==> src/rtl/imem_arbiter_pkg.sv <==
// Shared types and helpers for the instruction-memory arbiter.
package imem_arbiter_pkg;

    typedef enum logic [1:0] {
        LOAD  = 2'd0,
        RUN   = 2'd1,
        DRAIN = 2'd2
    } state_e;

    typedef enum logic {
        OWN_IF  = 1'b0,
        OWN_DBG = 1'b1
    } owner_e;

    localparam int DEPTH_LOG2_DEF = 10;

    // A byte address is unusable if it is not word aligned or lies past the last word.
    function automatic logic addr_bad(input logic [63:0] addr, input int unsigned depth_log2);
        logic [63:0] above;
        above = addr >> (depth_log2 + 2);
        return (addr[1:0] != 2'b00) || (above != 64'd0);
    endfunction

endpackage

==> src/rtl/imem_arbiter_arb2.sv <==
// Two-requester round-robin arbiter; the requester not granted last wins a tie.
module rr_arbiter2
    import imem_arbiter_pkg::*;
(
    input  logic clk,
    input  logic rst,
    input  logic en,
    input  logic req_if,
    input  logic req_dbg,
    output logic gnt_if,
    output logic gnt_dbg
);

    owner_e last_grant_q;
    owner_e last_grant_d;

    // Pick a winner when enabled and remember who won.
    always_comb begin
        gnt_if       = 1'b0;
        gnt_dbg      = 1'b0;
        last_grant_d = last_grant_q;
        if (en) begin
            if (req_if && req_dbg) begin
                if (last_grant_q == OWN_IF) begin
                    gnt_dbg = 1'b1;
                end else begin
                    gnt_if = 1'b1;
                end
            end else if (req_if) begin
                gnt_if = 1'b1;
            end else if (req_dbg) begin
                gnt_dbg = 1'b1;
            end
        end
        if (gnt_if) begin
            last_grant_d = OWN_IF;
        end else if (gnt_dbg) begin
            last_grant_d = OWN_DBG;
        end
    end

    // Last-grant register; reset favours fetch on the first tie.
    always_ff @(posedge clk) begin
        if (rst) begin
            last_grant_q <= OWN_DBG;
        end else begin
            last_grant_q <= last_grant_d;
        end
    end

endmodule

==> src/rtl/imem_arbiter.sv <==
// Single-port instruction memory owner: loader fill, then round-robin fetch/debug reads.
module imem_arbiter
    import imem_arbiter_pkg::*;
#(
    parameter int ADDR_W     = 32,
    parameter int DATA_W     = 32,
    parameter int DEPTH_LOG2 = DEPTH_LOG2_DEF
) (
    input  logic                  clk,
    input  logic                  rst,
    input  logic                  ld_start,
    input  logic                  ld_valid,
    output logic                  ld_ready,
    input  logic [ADDR_W-1:0]     ld_addr,
    input  logic [DATA_W-1:0]     ld_data,
    input  logic                  ld_done,
    input  logic                  if_req_valid,
    output logic                  if_req_ready,
    input  logic [ADDR_W-1:0]     if_addr,
    output logic                  if_rsp_valid,
    output logic [DATA_W-1:0]     if_rsp_data,
    output logic                  if_rsp_err,
    input  logic                  dbg_req_valid,
    output logic                  dbg_req_ready,
    input  logic [ADDR_W-1:0]     dbg_addr,
    output logic                  dbg_rsp_valid,
    output logic [DATA_W-1:0]     dbg_rsp_data,
    output logic                  dbg_rsp_err,
    output logic                  core_run,
    output logic                  mem_we,
    output logic [DEPTH_LOG2-1:0] mem_addr,
    output logic [DATA_W-1:0]     mem_wdata,
    input  logic [DATA_W-1:0]     mem_rdata
);

    state_e state_q;
    state_e state_d;
    logic   core_run_q;
    logic   core_run_d;
    logic   rsp_vld_q;
    logic   rsp_vld_d;
    owner_e rsp_own_q;
    owner_e rsp_own_d;
    logic   rsp_err_q;
    logic   rsp_err_d;

    logic              arb_en;
    logic              gnt_if;
    logic              gnt_dbg;
    logic              grant;
    logic              gnt_bad;
    logic [ADDR_W-1:0] gnt_addr;
    logic              if_bad;
    logic              dbg_bad;
    logic              ld_bad;
    logic              rsp_live;

    // Reads are only arbitrated while running and never while reset is held.
    assign arb_en = (state_q == RUN) && !rst;

    rr_arbiter2 u_arb (
        .clk     (clk),
        .rst     (rst),
        .en      (arb_en),
        .req_if  (if_req_valid),
        .req_dbg (dbg_req_valid),
        .gnt_if  (gnt_if),
        .gnt_dbg (gnt_dbg)
    );

    // Address checks and selection of the granted request.
    always_comb begin
        if_bad   = addr_bad(64'(if_addr), DEPTH_LOG2);
        dbg_bad  = addr_bad(64'(dbg_addr), DEPTH_LOG2);
        ld_bad   = addr_bad(64'(ld_addr), DEPTH_LOG2);
        grant    = gnt_if || gnt_dbg;
        gnt_bad  = gnt_if ? if_bad : dbg_bad;
        gnt_addr = gnt_if ? if_addr : dbg_addr;
    end

    // Ownership FSM next state; core_run follows the state being entered.
    always_comb begin
        state_d = state_q;
        case (state_q)
            LOAD:    if (ld_done) state_d = RUN;
            RUN:     if (ld_start) state_d = DRAIN;
            DRAIN:   state_d = LOAD;
            default: state_d = LOAD;
        endcase
        core_run_d = (state_d == RUN);
    end

    // Memory port drive: loader writes in LOAD, granted reads in RUN; bad addresses touch nothing.
    always_comb begin
        ld_ready      = (state_q == LOAD) && !rst;
        if_req_ready  = gnt_if;
        dbg_req_ready = gnt_dbg;
        mem_we        = 1'b0;
        mem_addr      = '0;
        mem_wdata     = '0;
        if (ld_ready && ld_valid) begin
            if (!ld_bad) begin
                mem_we    = 1'b1;
                mem_addr  = ld_addr[DEPTH_LOG2+1:2];
                mem_wdata = ld_data;
            end
        end else if (grant && !gnt_bad) begin
            mem_addr = gnt_addr[DEPTH_LOG2+1:2];
        end
    end

    // Response tag captured at grant time for the following cycle.
    always_comb begin
        rsp_vld_d = grant;
        rsp_own_d = gnt_dbg ? OWN_DBG : OWN_IF;
        rsp_err_d = grant && gnt_bad;
    end

    // State, core_run and response-tag registers.
    always_ff @(posedge clk) begin
        if (rst) begin
            state_q    <= LOAD;
            core_run_q <= 1'b0;
            rsp_vld_q  <= 1'b0;
            rsp_own_q  <= OWN_IF;
            rsp_err_q  <= 1'b0;
        end else begin
            state_q    <= state_d;
            core_run_q <= core_run_d;
            rsp_vld_q  <= rsp_vld_d;
            rsp_own_q  <= rsp_own_d;
            rsp_err_q  <= rsp_err_d;
        end
    end

    // Response steering: read data goes to the tagged owner; errors and idle cycles return zero.
    always_comb begin
        rsp_live      = rsp_vld_q && !rst;
        core_run      = core_run_q;
        if_rsp_valid  = rsp_live && (rsp_own_q == OWN_IF);
        dbg_rsp_valid = rsp_live && (rsp_own_q == OWN_DBG);
        if_rsp_err    = if_rsp_valid && rsp_err_q;
        dbg_rsp_err   = dbg_rsp_valid && rsp_err_q;
        if_rsp_data   = (if_rsp_valid && !rsp_err_q) ? mem_rdata : '0;
        dbg_rsp_data  = (dbg_rsp_valid && !rsp_err_q) ? mem_rdata : '0;
    end

endmodule

==> config.mk <==
export PLATFORM = sky130hd
export DESIGN_NAME = imem_arbiter
export DESIGN_NICKNAME = d
export VERILOG_FILES = /design/src/rtl/imem_arbiter_pkg.sv /design/src/rtl/imem_arbiter_arb2.sv /design/src/rtl/imem_arbiter.sv
export SDC_FILE = /design/constraint.sdc
export NUM_CORES = 1
export LEC_CHECK = 0
export ABC_AREA = 1
export BUFFER_PORTS_ARGS = -buffer_cell sky130_fd_sc_hd__buf_2
export CORE_AREA = 4 4 108 110
export DETAILED_ROUTE_END_ITERATION = 16
export DIE_AREA = 0 0 112 114
export REMOVE_ABC_BUFFERS = 1
export SLEW_MARGIN = 20
export SYNTH_ARGS = -nofsm -noshare
export SYNTH_HDL_FRONTEND = slang
export SYNTH_SLANG_ARGS = --single-unit
==> constraint.sdc <==
create_clock -name clk -period 2.24 [get_ports clk]
set_clock_uncertainty 0.05 [all_clocks]
set_input_delay 0.112 -clock clk [delete_from_list [all_inputs] [get_ports clk]]
set_output_delay 0.112 -clock clk [all_outputs]
set_load 0.01 [all_outputs]
### Yosys cells after proc, flatten, opt, wreduce, memory -nomap -nowiden

Index checks and enable logic that the tools add are counted.
W data, S select, Z words.

| word-level totals | value |
|---|---|
| input port bits | 167 |
| register bits | 7 |
| word-level logic and storage cells | 63 |

| operators by class | value |
|---|---|
| equality and inequality tests | 2 |
| muxes and demuxes | 26 |
| reduce and logical (&&, ||, !) cells | 28 |
| bitwise logic cells | 1 |

Operators by type and width:

| cell | number |
|---|---|
| $reduce_bool A64 Y1 | 3 |
| $mux W32 | 4 |
| $mux W10 | 3 |
| $mux W1 | 15 |
| $logic_and A1 B1 Y1 | 13 |
| $mux W12 | 1 |
| $reduce_bool A2 Y1 | 4 |
| $eq A2 B1 Y1 const B | 2 |
| $logic_or A1 B1 Y1 | 4 |
| $mux W2 | 2 |
| $pmux W2 S2 | 1 |
| $logic_not A1 Y1 | 3 |
| $logic_not A2 Y1 | 1 |
| $not A1 Y1 | 1 |

### Longest topological paths before layout

Gate-level depths: netlist of the first run.

| logic depth | value |
|---|---|
| depth in word-level cells | 8 |
| depth in mapped cells | 11 |
| depth with buffers taken out | 10 |

### Cells and area by module

From an unflattened synthesis of the first run, not the netlist that was laid out.

| second synthesis, totals | value |
|---|---|
| cells, all modules | 367 |
| area, all modules | 1664.1 um^2 |

By module, submodules not included:

| module | area each (um^2) | seq. area each (um^2) | cells each | times used |
|---|---|---|---|---|
| imem_arbiter | 1592.8 | 120.1 | 354 | 1 |
| rr_arbiter2 | 71.3 | 20.0 | 13 | 1 |

### Least setup slack after synthesis of the first run

OpenSTA, ideal clock, no wires.

| timing | value |
|---|---|
| path kind | register to output |
| start point | reg rsp_vld_q |
| end point | out dbg_rsp_data[10] |
| stages on the path, launching flop included | 6 |
| arrival time | 1.276 ns |
| path buffers | 1 |
| path slack | 0.802 ns |
| cells stage by stage | dfxtp_1 > inv_1 > nor3_1 > nand2_1 > clkbuf_1 > nor2_1 |

| on the way | value |
|---|---|
| longest elaborated chain between the ends | 4 |

RTL lines:

| what | line | RTL |
|---|---|---|
| start, declared | imem_arbiter.sv:40 | `logic rsp_vld_q;` |
| start signal, assigned | imem_arbiter.sv:130 | `rsp_vld_q <= rsp_vld_d;` |
| $logic_and A1 B1 Y1 | imem_arbiter.sv:138 | `rsp_live = rsp_vld_q && !rst;` |
| $logic_and A1 B1 Y1 | imem_arbiter.sv:141 | `dbg_rsp_valid = rsp_live && (rsp_own_q == OWN_DBG);` |
| via dbg_rsp_valid | imem_arbiter.sv:26 | `output logic dbg_rsp_valid,` |
| $logic_and A1 B1 Y1 | imem_arbiter.sv:145 | `dbg_rsp_data = (dbg_rsp_valid && !rsp_err_q) ? mem_rdata : '0;` |
| $mux W32 | imem_arbiter.sv:145 |  |
| end, declared | imem_arbiter.sv:27 | `output logic [DATA_W-1:0] dbg_rsp_data,` |

The timed path passes the listed nets, and every way through them passes these cells.

### Worst setup path in the final report of the first run

| timing | value |
|---|---|
| start point | reg state_q[0] |
| end point | out mem_wdata[26] |

| on the way | value |
|---|---|
| longest elaborated chain between the ends | 4 |

RTL lines:

| what | line | RTL |
|---|---|---|
| start, declared | imem_arbiter.sv:36 | `state_e state_q;` |
| start signal, assigned | imem_arbiter.sv:128 | `state_q <= state_d;` |
| $logic_not A2 Y1 | imem_arbiter.sv:95 | `ld_ready = (state_q == LOAD) && !rst;` |
| $logic_and A1 B1 Y1 | imem_arbiter.sv:95 |  |
| $logic_and A1 B1 Y1 | imem_arbiter.sv:101 | `if (ld_ready && ld_valid) begin` |
| $mux W32 | imem_arbiter.sv:101 |  |
| end, declared | imem_arbiter.sv:32 | `output logic [DATA_W-1:0] mem_wdata,` |

No other way between the ends.

==> flow_summary.json, run 1 <==
{
  "status": "finished, final reports clean",
  "dieArea_um2": 12800,
  "worst_setup_path_start_kind": "register",
  "wire_length_of_the_first_global_routing_pass_um": 13000,
  "global_route.usage.met3_pct": 4.35,
  "cts_tree": "built",
  "grt_setup_unrepaired": "no",
  "vias_in_the_first_global_route": 2766,
  "grt.busiest_layer": "met2",
  "final_nets": 811,
  "yosys.cell_types.count": 27,
  "share_comb_of_total_power_pct": 49.1,
  "synthAdderAreaFrac_pct": 0,
  "gp_routability_congestion": 0.801,
  "p_sw_mw": 0.213,
  "h-tree-depth": 1,
  "path_delay_family": "simple AND/OR/NAND/NOR gates",
  "reg2reg_setup_slack_ns": 0.71,
  "edff_count_synth": 0,
  "start_util_pct": 15.9,
  "tightestPinTransition_ns": 0.392,
  "synthTopCellsByCount": "147 x sky130_fd_sc_hd__nor2_1, 98 x sky130_fd_sc_hd__inv_1, 65 x sky130_fd_sc_hd__nand2_1",
  "finalInstanceArea_um2": 3260,
  "drt_drc_violations_left": 0,
  "globalRouteOverflowTotal": 0,
  "post_cts_resized": 0,
  "internal_portion_of_total_power_mw": 0.408,
  "synth-seq-area-share_pct": 8.26,
  "max-clock-path-buffers": 2,
  "switching_share_pct": 34.3,
  "via_count": 2904,
  "max_freq_mhz": 509,
  "async_reset_ff_share_pct": 0,
  "global_route.usage.met2_pct": 21.7,
  "fp-row-count": 38,
  "maxCapViolations": 0,
  "crit_path_end": "mem_wdata[26]",
  "critPathArrivalTime_ns": 1.80,
  "ys_dominant_reg_cell": "sky130_fd_sc_hd__dfxtp_1",
  "die_w_um": 112,
  "count_of_buffers_from_port_buffering": 281,
  "worst_hold_startpoint": "ld_done",
  "cp-end-kind": "output pin",
  "clkSlewWorstSetupHoldPaths_ns": 0.04,
  "timing_hold_violations_final": 0,
  "placed_cell_area_um2": 3210,
  "grt.total_usage_pct": 12.2,
  "max-vdd-ir-drop_mv": 0.108,
  "maxSlewHeadroom_pct": 73.6,
  "reg2reg_depth": 9,
  "worstReg2RegEnd": "rsp_err_q$_SDFF_PP0_",
  "drt_wl_cell_um": 11.4,
  "synthToLayoutAreaGrowth_pct": 92.1,
  "postRouteWirelength_um": 8910,
  "cp_data_required_time_ns": 2.08,
  "synthesis.instances": 369,
  "timing_worst_setup_path_type": "register to output pin",
  "drt_first_iter_violations": 120,
  "synthesis.area_per_instance_um2": 4.60,
  "muxShareOfSynthArea_pct": 0,
  "numPlacedInstances": 779,
  "yosys.area.top_type_share_pct": 32.5,
  "cts_sinks": 7,
  "io_pins": 282,
  "fin_cells": 783,
  "number_of_buffers_created_by_cts": 3,
  "post-dp-hpwl_um": 8090,
  "critical_path.cell_chain": "nor2_2 -> nand3_4 -> nor3_2 -> nand3_2 -> buf_4 -> nor2_1 -> buf_2",
  "finalPower_mw": 0.621,
  "grt_antenna_before_repair": 3,
  "final.period_utilization_pct": 87.7,
  "design.core.area_um2": 10700,
  "synthTopCellsByArea": "sky130_fd_sc_hd__nor2_1 33%, sky130_fd_sc_hd__inv_1 22%, sky130_fd_sc_hd__nand2_1 14%",
  "avgViaCountPerCell": 3.71,
  "ctsHoldBuffers": 0,
  "grt_util_met1_pct": 14.1,
  "postCtsSetupBuffers": 0,
  "synth_simple_gate_area_share_pct": 62.2,
  "synth_area_um2": 1700,
  "p_per_area_nw_per_um2": 191,
  "synth_compound_area_share_pct": 1.99,
  "r2r-start": "u_arb.last_grant_q$_SDFFE_PP1P_",
  "drive_above_1_share_pct": 48.1,
  "leakage_nw": 2.48,
  "clockPowerShare_pct": 28.8,
  "ctsRootBufferMaster": "sky130_fd_sc_hd__clkbuf_8",
  "final_antenna_net_count": 0,
  "power.share.sequential_pct": 22.1,
  "ys_seq_elements": 7,
  "minimum_clock_period_ns": 1.97,
  "synthMostInstantiatedCell": "sky130_fd_sc_hd__nor2_1",
  "ff_latch_area_um2": 140,
  "final.setup.tns_ns": 0,
  "final-setup-viol-count": 0,
  "combinational_family_with_the_most_area_after_synthesis": "simple AND/OR/NAND/NOR gates",
  "worst-path-buf-inv": 2,
  "crit_path_max_fanout": 25,
  "crit_slowest_cell": "sky130_fd_sc_hd__dfxtp_1",
  "yosysWarnings": 0,
  "min_path_type": "input pin to register",
  "slew_viol_final": 0,
  "delay_of_the_slowest_cell_on_the_worst_path_ns": 0.34,
  "detail_route.first_pass.iterations": 4,
  "yosysTopAreaCell": "sky130_fd_sc_hd__nor2_1",
  "die-height_um": 114,
  "critical_path_startpoint": "state_q[0]$_SDFF_PP0_",
  "filler_cell_count": 1254,
  "grt_start_max_net_pins": 33,
  "antenna_cells_inserted": 0,
  "cp_num_cells": 7,
  "yosys.area_share.xor_xnor_pct": 0,
  "area_taken_by_multi_input_logic_gates_um2": 1090,
  "clock_insertion_delay_worst_skew_ns": 0.23
}
-- worst reg2reg max path, cell delays in order (launching register included) --
cell	delay (ns)
sky130_fd_sc_hd__dfxtp_1	0.29
sky130_fd_sc_hd__inv_1	0.09
sky130_fd_sc_hd__nand2_1	0.06
sky130_fd_sc_hd__nand2_1	0.11
sky130_fd_sc_hd__inv_1	0.08
sky130_fd_sc_hd__nand2_4	0.20
sky130_fd_sc_hd__nor2_1	0.07
sky130_fd_sc_hd__nand2_1	0.08
sky130_fd_sc_hd__nand2_2	0.19
sky130_fd_sc_hd__a21oi_1	0.22
-- cells in the final DEF, fill, tap and decap left out, drive strengths merged --
| master | instances |
|---|---|
| clkbuf | 4 |
| nor4 | 2 |
| nand4 | 1 |
| o211ai | 1 |
| nor3 | 4 |
| nand3 | 15 |
| buf | 284 |
| o21ai | 2 |
| dfxtp | 7 |
| a31oi | 1 |
| a21oi | 1 |
| nor2 | 149 |
| inv | 101 |
| and2 | 2 |
| nand2 | 68 |
| or2 | 1 |
-- power groups by stage --
stage | sequential [mW] | combinational (mW) | clock, mW
floorplan | 0.140 | 0.120 | 0
global placement | 0.139 | 0.308 | 0
detailed placement | 0.139 | 0.308 | 0
CTS | 0.137 | 0.310 | 0.185
global route | 0.138 | 0.350 | 0.193
finish | 0.137 | 0.305 | 0.179
-- per-stage QoR --
| stage | hold WS [ns] | util [%] | setup WS, ns |
|---|---|---|---|
| 2_1_floorplan | 0.174 | - | 0.537 |
| 3_3_place_gp | 0.297 | 30.0 | 0.571 |
| 3_5_place_dp | 0.292 | 30.0 | 0.490 |
| 4_1_cts | 0.0594 | 30.5 | 0.252 |
| 5_1_grt | 0.0716 | 30.5 | 0.112 |
| 6_report | 0.0577 | 30.5 | 0.274 |
-- layout make-up --
class | count | share of cell area (%)
Clock buffer | 4 | 1.38
Inverter | 101 | 11.7
Multi-Input combinational cell | 247 | 33.4
Sequential cell | 7 | 4.30
Tap cell | 140 | 5.37
Timing Repair Buffer | 284 | 43.8
-- sequential cells by signal, indices dropped and copies added (netlist names) --
register and cells:
rsp_err_q 1, state_q 2, core_run 1, u_arb.last_grant_q 1, rsp_own_q 1, rsp_vld_q 1
-- per-layer routing --
metal  wire, µm  share of wire, %
met1       3460                39
met2       4250                48
met3       1020                11
met4        148               1.7
met5         34              0.38
-- logic make-up after synthesis --
group | count (synthesis)
DFF | 7
AOI/OAI and AO/OA | 5
and+or+nand+nor | 242
buffers and inverters | 115
-- worst min-delay path by stage --
stage / to / cells after the start
3_5_place_dp: core_run$_SDFF_PP0_ / 3
4_1_cts: core_run$_SDFF_PP0_ / 2
5_1_grt: state_q[1]$_SDFF_PP0_ / 3
2_1_floorplan: state_q[1]$_SDFF_PP0_ / 2
3_3_place_gp: core_run$_SDFF_PP0_ / 3
6_report: core_run$_SDFF_PP0_ / 3
Note: power is estimated with default switching activity, not from simulation.
==> run 2: changes to the inputs <==
--- a/config.mk
+++ b/config.mk
@@ -10,6 +10,7 @@
 export CORE_AREA = 4 4 108 110
 export DETAILED_ROUTE_END_ITERATION = 16
 export DIE_AREA = 0 0 112 114
+export MAX_ROUTING_LAYER = met4
 export REMOVE_ABC_BUFFERS = 1
 export SLEW_MARGIN = 20
 export SYNTH_ARGS = -nofsm -noshare
==> flow_summary.json, run 2 (synthesis gave the netlist of run 1 again) <==
{
  "maxSlewHeadroom_pct": 73.6,
  "path_delay_family": "simple AND/OR/NAND/NOR gates",
  "h-tree-depth": 1,
  "largest-register": "state_q",
  "tightestPinTransition_ns": 0.392,
  "cp_num_cells": 7,
  "mostFrequentLayoutCell": "sky130_fd_sc_hd__buf_2",
  "numPlacedInstances": 779,
  "crit_path_max_fanout": 25,
  "number_of_buffers_created_by_cts": 3,
  "cp_data_required_time_ns": 2.08,
  "maxCapViolations": 0,
  "cts_tree": "built",
  "die-height_um": 114,
  "p_per_area_nw_per_um2": 190,
  "reg2reg_depth": 9,
  "timing_worst_setup_path_type": "register to output pin",
  "via_count": 2904,
  "drt_wl_cell_um": 11.3,
  "timing_hold_violations_final": 0,
  "cp-end-kind": "output pin",
  "worst_setup_path_start_kind": "register",
  "delay_of_the_slowest_cell_on_the_worst_path_ns": 0.34,
  "crit_slowest_cell": "sky130_fd_sc_hd__dfxtp_1",
  "avgViaCountPerCell": 3.69,
  "ctsRootBufferMaster": "sky130_fd_sc_hd__clkbuf_8",
  "final_antenna_net_count": 0,
  "synthToLayoutAreaGrowth_pct": 92.6,
  "final_util_pct": 30.5,
  "final_cell_mix": "281 x sky130_fd_sc_hd__buf_2, 147 x sky130_fd_sc_hd__nor2_1, 98 x sky130_fd_sc_hd__inv_1",
  "cts_sinks": 7,
  "post-dp-hpwl_um": 8090,
  "minimum_clock_period_ns": 1.96,
  "finalPower_mw": 0.622,
  "min_path_type": "input pin to register",
  "max_freq_mhz": 509,
  "final_nets": 811,
  "globalRouteOverflowTotal": 0,
  "filler_cell_count": 1251,
  "grt.total_usage_pct": 12.6,
  "postRouteWirelength_um": 8890,
  "final-setup-viol-count": 0,
  "grt_start_max_net_pins": 33,
  "finalInstanceArea_um2": 3270,
  "final.setup.tns_ns": 0,
  "drive_above_1_share_pct": 48.1,
  "drt_first_iter_violations": 121,
  "r2r-start": "u_arb.last_grant_q$_SDFFE_PP1P_",
  "die_w_um": 112,
  "max-clock-path-buffers": 2,
  "critical_path.cell_chain": "nor2_2 -> nand3_4 -> nor3_2 -> nand3_2 -> buf_4 -> nor2_1 -> buf_2",
  "grt_antenna_before_repair": 3,
  "crit_path_end": "mem_wdata[26]",
  "fin_cells": 786,
  "worst-path-buf-inv": 2,
  "clock_insertion_delay_worst_skew_ns": 0.23,
  "largest_register_ffs": 2,
  "grt_setup_unrepaired": "no",
  "dieArea_um2": 12800,
  "reg2reg_setup_slack_ns": 0.70,
  "detail_route.first_pass.iterations": 4,
  "critPathArrivalTime_ns": 1.80,
  "max-vdd-ir-drop_mv": 0.108,
  "clkSlewWorstSetupHoldPaths_ns": 0.04,
  "wire_length_of_the_first_global_routing_pass_um": 12900,
  "drt_drc_violations_left": 0,
  "io_pins": 282,
  "slew_viol_final": 0,
  "critical_path_startpoint": "state_q[0]$_SDFF_PP0_",
  "vias_in_the_first_global_route": 2769,
  "count_of_buffers_from_port_buffering": 281,
  "pre_cts_slack_ns": 0.490,
  "postCtsSetupBuffers": 0,
  "design.core.area_um2": 10700,
  "worstReg2RegEnd": "rsp_err_q$_SDFF_PP0_",
  "leakage_nw": 2.48,
  "final.period_utilization_pct": 87.6,
  "post_cts_resized": 0,
  "hold_slack_ns": 0.0587,
  "layout_setup_ws_ns": 0.277,
  "ctsHoldBuffers": 0,
  "fp-row-count": 38,
  "gp_routability_congestion": 0.812,
  "placed_cell_area_um2": 3210,
  "status": "finished, final reports clean",
  "start_util_pct": 15.9
}
==> run 2: worst min path at each step <==
stage	end	slack, ns	cells after the start	from
detailed placement	core_run$_SDFF_PP0_	0.29	3	ld_done
global placement	core_run$_SDFF_PP0_	0.30	3	ld_done
finish	core_run$_SDFF_PP0_	0.06	2	ld_start
CTS	core_run$_SDFF_PP0_	0.06	2	ld_start
floorplan	state_q[1]$_SDFF_PP0_	0.17	2	ld_start
global route	state_q[1]$_SDFF_PP0_	0.07	3	ld_start
==> run 2: per-layer routing <==
layer	vias up	part of all wire, %	global-route usage, %
met4	0	1.5	3.13
met3	9	11	3.93
met2	163	48	21.7
met5	-	0	-
li1	1583	-	-
met1	1149	40	14.3
==> run 2: worst register-to-register path, delay by kind of cell, from the launching register on <==
kind	cells	cell delay, ns
AND/OR/NAND/NOR	6	0.71
flip-flops	1	0.29
AO/OA/AOI/OAI	1	0.23
buffers and inverters	2	0.17
==> run 2: final cells by class <==
| type | count | area, µm² | area share, % |
|---|---|---|---|
| inverter | 101 | 382 | 11.7 |
| clock buffer | 4 | 45.0 | 1.38 |
| sequential | 7 | 140 | 4.29 |
| antenna | 3 | 7.51 | 0.230 |
| tap | 140 | 175 | 5.36 |
| timing repair buffer | 284 | 1430 | 43.7 |
| multi-input combinational | 247 | 1090 | 33.3 |
==> run 2: where the power goes <==
group | internal, mW | switching [mW] | total [mW] | leakage, nW
sequential | 0.133 | 0.00409 | 0.137 | 0.0574
clock | 0.123 | 0.0560 | 0.179 | 0.0228
combinational | 0.152 | 0.153 | 0.305 | 2.40
==> run 3: changes to the inputs <==
==> constraint.sdc (replaced) <==
create_clock -name clk -period 1.9 [get_ports clk]
set_clock_uncertainty 0.05 [all_clocks]
set_input_delay 0.095 -clock clk [delete_from_list [all_inputs] [get_ports clk]]
set_output_delay 0.095 -clock clk [all_outputs]
set_load 0.01 [all_outputs]
==> flow_summary.json, run 3 (synthesis gave the netlist of run 1 again) <==
{
  "drive_above_1_share_pct": 48.2,
  "final_cell_mix": "281 x sky130_fd_sc_hd__buf_2, 147 x sky130_fd_sc_hd__nor2_1, 98 x sky130_fd_sc_hd__inv_1",
  "largest_register_ffs": 2,
  "status": "finished, final reports clean",
  "vias_in_the_first_global_route": 2771,
  "filler_cell_count": 1252,
  "worst_hold_startpoint": "ld_start",
  "p_per_area_nw_per_um2": 222,
  "drt_wl_cell_um": 11.3,
  "cp_data_required_time_ns": 1.75,
  "hold-path-endpoint": "state_q[0]$_SDFF_PP0_",
  "clkSlewWorstSetupHoldPaths_ns": 0.04,
  "ff_latch_area_um2": 140,
  "h-tree-depth": 1,
  "layout_setup_ws_ns": 0.176,
  "cp-end-kind": "output pin",
  "maxSlewHeadroom_pct": 76.9,
  "worst_setup_path_start_kind": "register",
  "cts_tree": "built",
  "timing_worst_setup_path_type": "register to output pin",
  "r2r-start": "state_q[0]$_SDFF_PP0_",
  "reg2reg_depth": 6,
  "leakage_nw": 2.50,
  "max-vdd-ir-drop_mv": 0.153,
  "final.period_utilization_pct": 90.7,
  "timing_hold_violations_final": 0,
  "worstReg2RegEnd": "rsp_err_q$_SDFF_PP0_",
  "final_antenna_net_count": 0,
  "count_of_buffers_from_port_buffering": 281,
  "final.setup.tns_ns": 0,
  "die_w_um": 112,
  "avgViaCountPerCell": 3.68,
  "post-dp-hpwl_um": 8060,
  "grt.total_usage_pct": 12.7,
  "ctsRootBufferMaster": "sky130_fd_sc_hd__clkbuf_8",
  "synthToLayoutAreaGrowth_pct": 95.1,
  "hold_path_depth": 2,
  "hold_slack_ns": 0.0364,
  "drt_drc_violations_left": 0,
  "cts_sinks": 7,
  "ctsHoldBuffers": 0,
  "postRouteWirelength_um": 8900,
  "globalRouteOverflowTotal": 0,
  "max_freq_mhz": 580,
  "reg2reg_setup_slack_ns": 0.52,
  "wire_length_of_the_first_global_routing_pass_um": 13000,
  "critPathArrivalTime_ns": 1.58,
  "design.core.area_um2": 10700,
  "fp-row-count": 38,
  "clock_insertion_delay_worst_skew_ns": 0.22,
  "largest-register": "state_q",
  "min_path_type": "input pin to register",
  "pre_cts_slack_ns": 0.194,
  "drt_first_iter_violations": 131,
  "gp_routability_congestion": 0.895,
  "slew_viol_final": 0,
  "grt_start_max_net_pins": 34,
  "number_of_buffers_created_by_cts": 3,
  "final_nets": 813,
  "start_util_pct": 15.9,
  "dieArea_um2": 12800,
  "maxCapViolations": 0,
  "final-setup-viol-count": 0,
  "tightestPinTransition_ns": 0.346,
  "via_count": 2903,
  "area_taken_by_multi_input_logic_gates_um2": 1100,
  "grt_setup_unrepaired": "no",
  "finalPower_mw": 0.736,
  "minimum_clock_period_ns": 1.72,
  "crit_path_max_fanout": 20,
  "grt_antenna_before_repair": 3,
  "die-height_um": 114,
  "detail_route.first_pass.iterations": 4,
  "max-clock-path-buffers": 2,
  "mostFrequentLayoutCell": "sky130_fd_sc_hd__buf_2",
  "io_pins": 282
}
## run 3: cell count changes in the layout (fill, tap and decap cells not counted), sizes merged
cell and delta:
buf +2
## run 3: critical path, stage by stage (launching register included)
cell and delay [ns]:
sky130_fd_sc_hd__dfxtp_1 0.29, sky130_fd_sc_hd__inv_1 0.09, sky130_fd_sc_hd__nand2_1 0.06, sky130_fd_sc_hd__nand2_1 0.12
sky130_fd_sc_hd__inv_1 0.09, sky130_fd_sc_hd__nand2_4 0.07, sky130_fd_sc_hd__buf_8 0.16, sky130_fd_sc_hd__nand2_4 0.15
sky130_fd_sc_hd__nand3_1 0.14, sky130_fd_sc_hd__nand2_1 0.05, sky130_fd_sc_hd__buf_2 0.13
## run 3: worst max-delay path by stage
stage | start | to | slack (ns)
final | u_arb.last_grant_q$_SDFFE_PP1P_ | mem_addr[9] | 0.18
after global routing | u_arb.last_grant_q$_SDFFE_PP1P_ | mem_addr[7] | 0.01
after CTS | state_q[0]$_SDFF_PP0_ | mem_addr[0] | 0.05
after detailed placement | state_q[0]$_SDFF_PP0_ | mem_addr[0] | 0.19
after global placement | state_q[0]$_SDFF_PP0_ | mem_addr[0] | 0.23
after floorplan | state_q[0]$_SDFF_PP0_ | mem_addr[0] | 0.21
## run 3: cell type report
type / instances / area share, %
timing repair buffer: 286 / 44.0
clock buffer: 4 / 1.36
tap: 140 / 5.29
multi-input combinational: 247 / 33.2
inverter: 101 / 11.7
sequential: 7 / 4.23
antenna: 3 / 0.227
## run 3: where the power goes
part | switching [mW] | internal, mW
Combinational | 0.183 | 0.183
Clock | 0.0632 | 0.145
Sequential | 0.00479 | 0.157
Total | 0.251 | 0.485
## run 3: routing by layer
metal | up-vias | part of all wire (%) | wire [µm] | global-route usage, %
met2 | 168 | 49 | 4400 | 22.5
met3 | 4 | 12 | 1050 | 3.98
met4 | 0 | 0.62 | 55 | 1.92
met5 | - | 0 | 0 | -
met1 | 1145 | 38 | 3400 | 14.4
li1 | 1586 | - | - | -
## run 3: through the flow
step | util [%] | cells | cell area [µm²]
after CTS | 30.6 | 784 | 3270
after detailed placement | 30.1 | 780 | 3220
final | 30.9 | 788 | 3310
after global placement | 30.1 | 780 | 3220
after global routing | 30.9 | 788 | 3310
after floorplan | - | 355 | 1610
## run 3: what timing repair did
item | 4_1_cts | 5_1_grt
pin swaps | 0 | 1
hold endpoints to repair | 0 | 0
gates resized for setup | 2 | 5
endpoints found under the setup margin | 10 | 10
buffers inserted | 0 | 1
cloned | 0 | 0
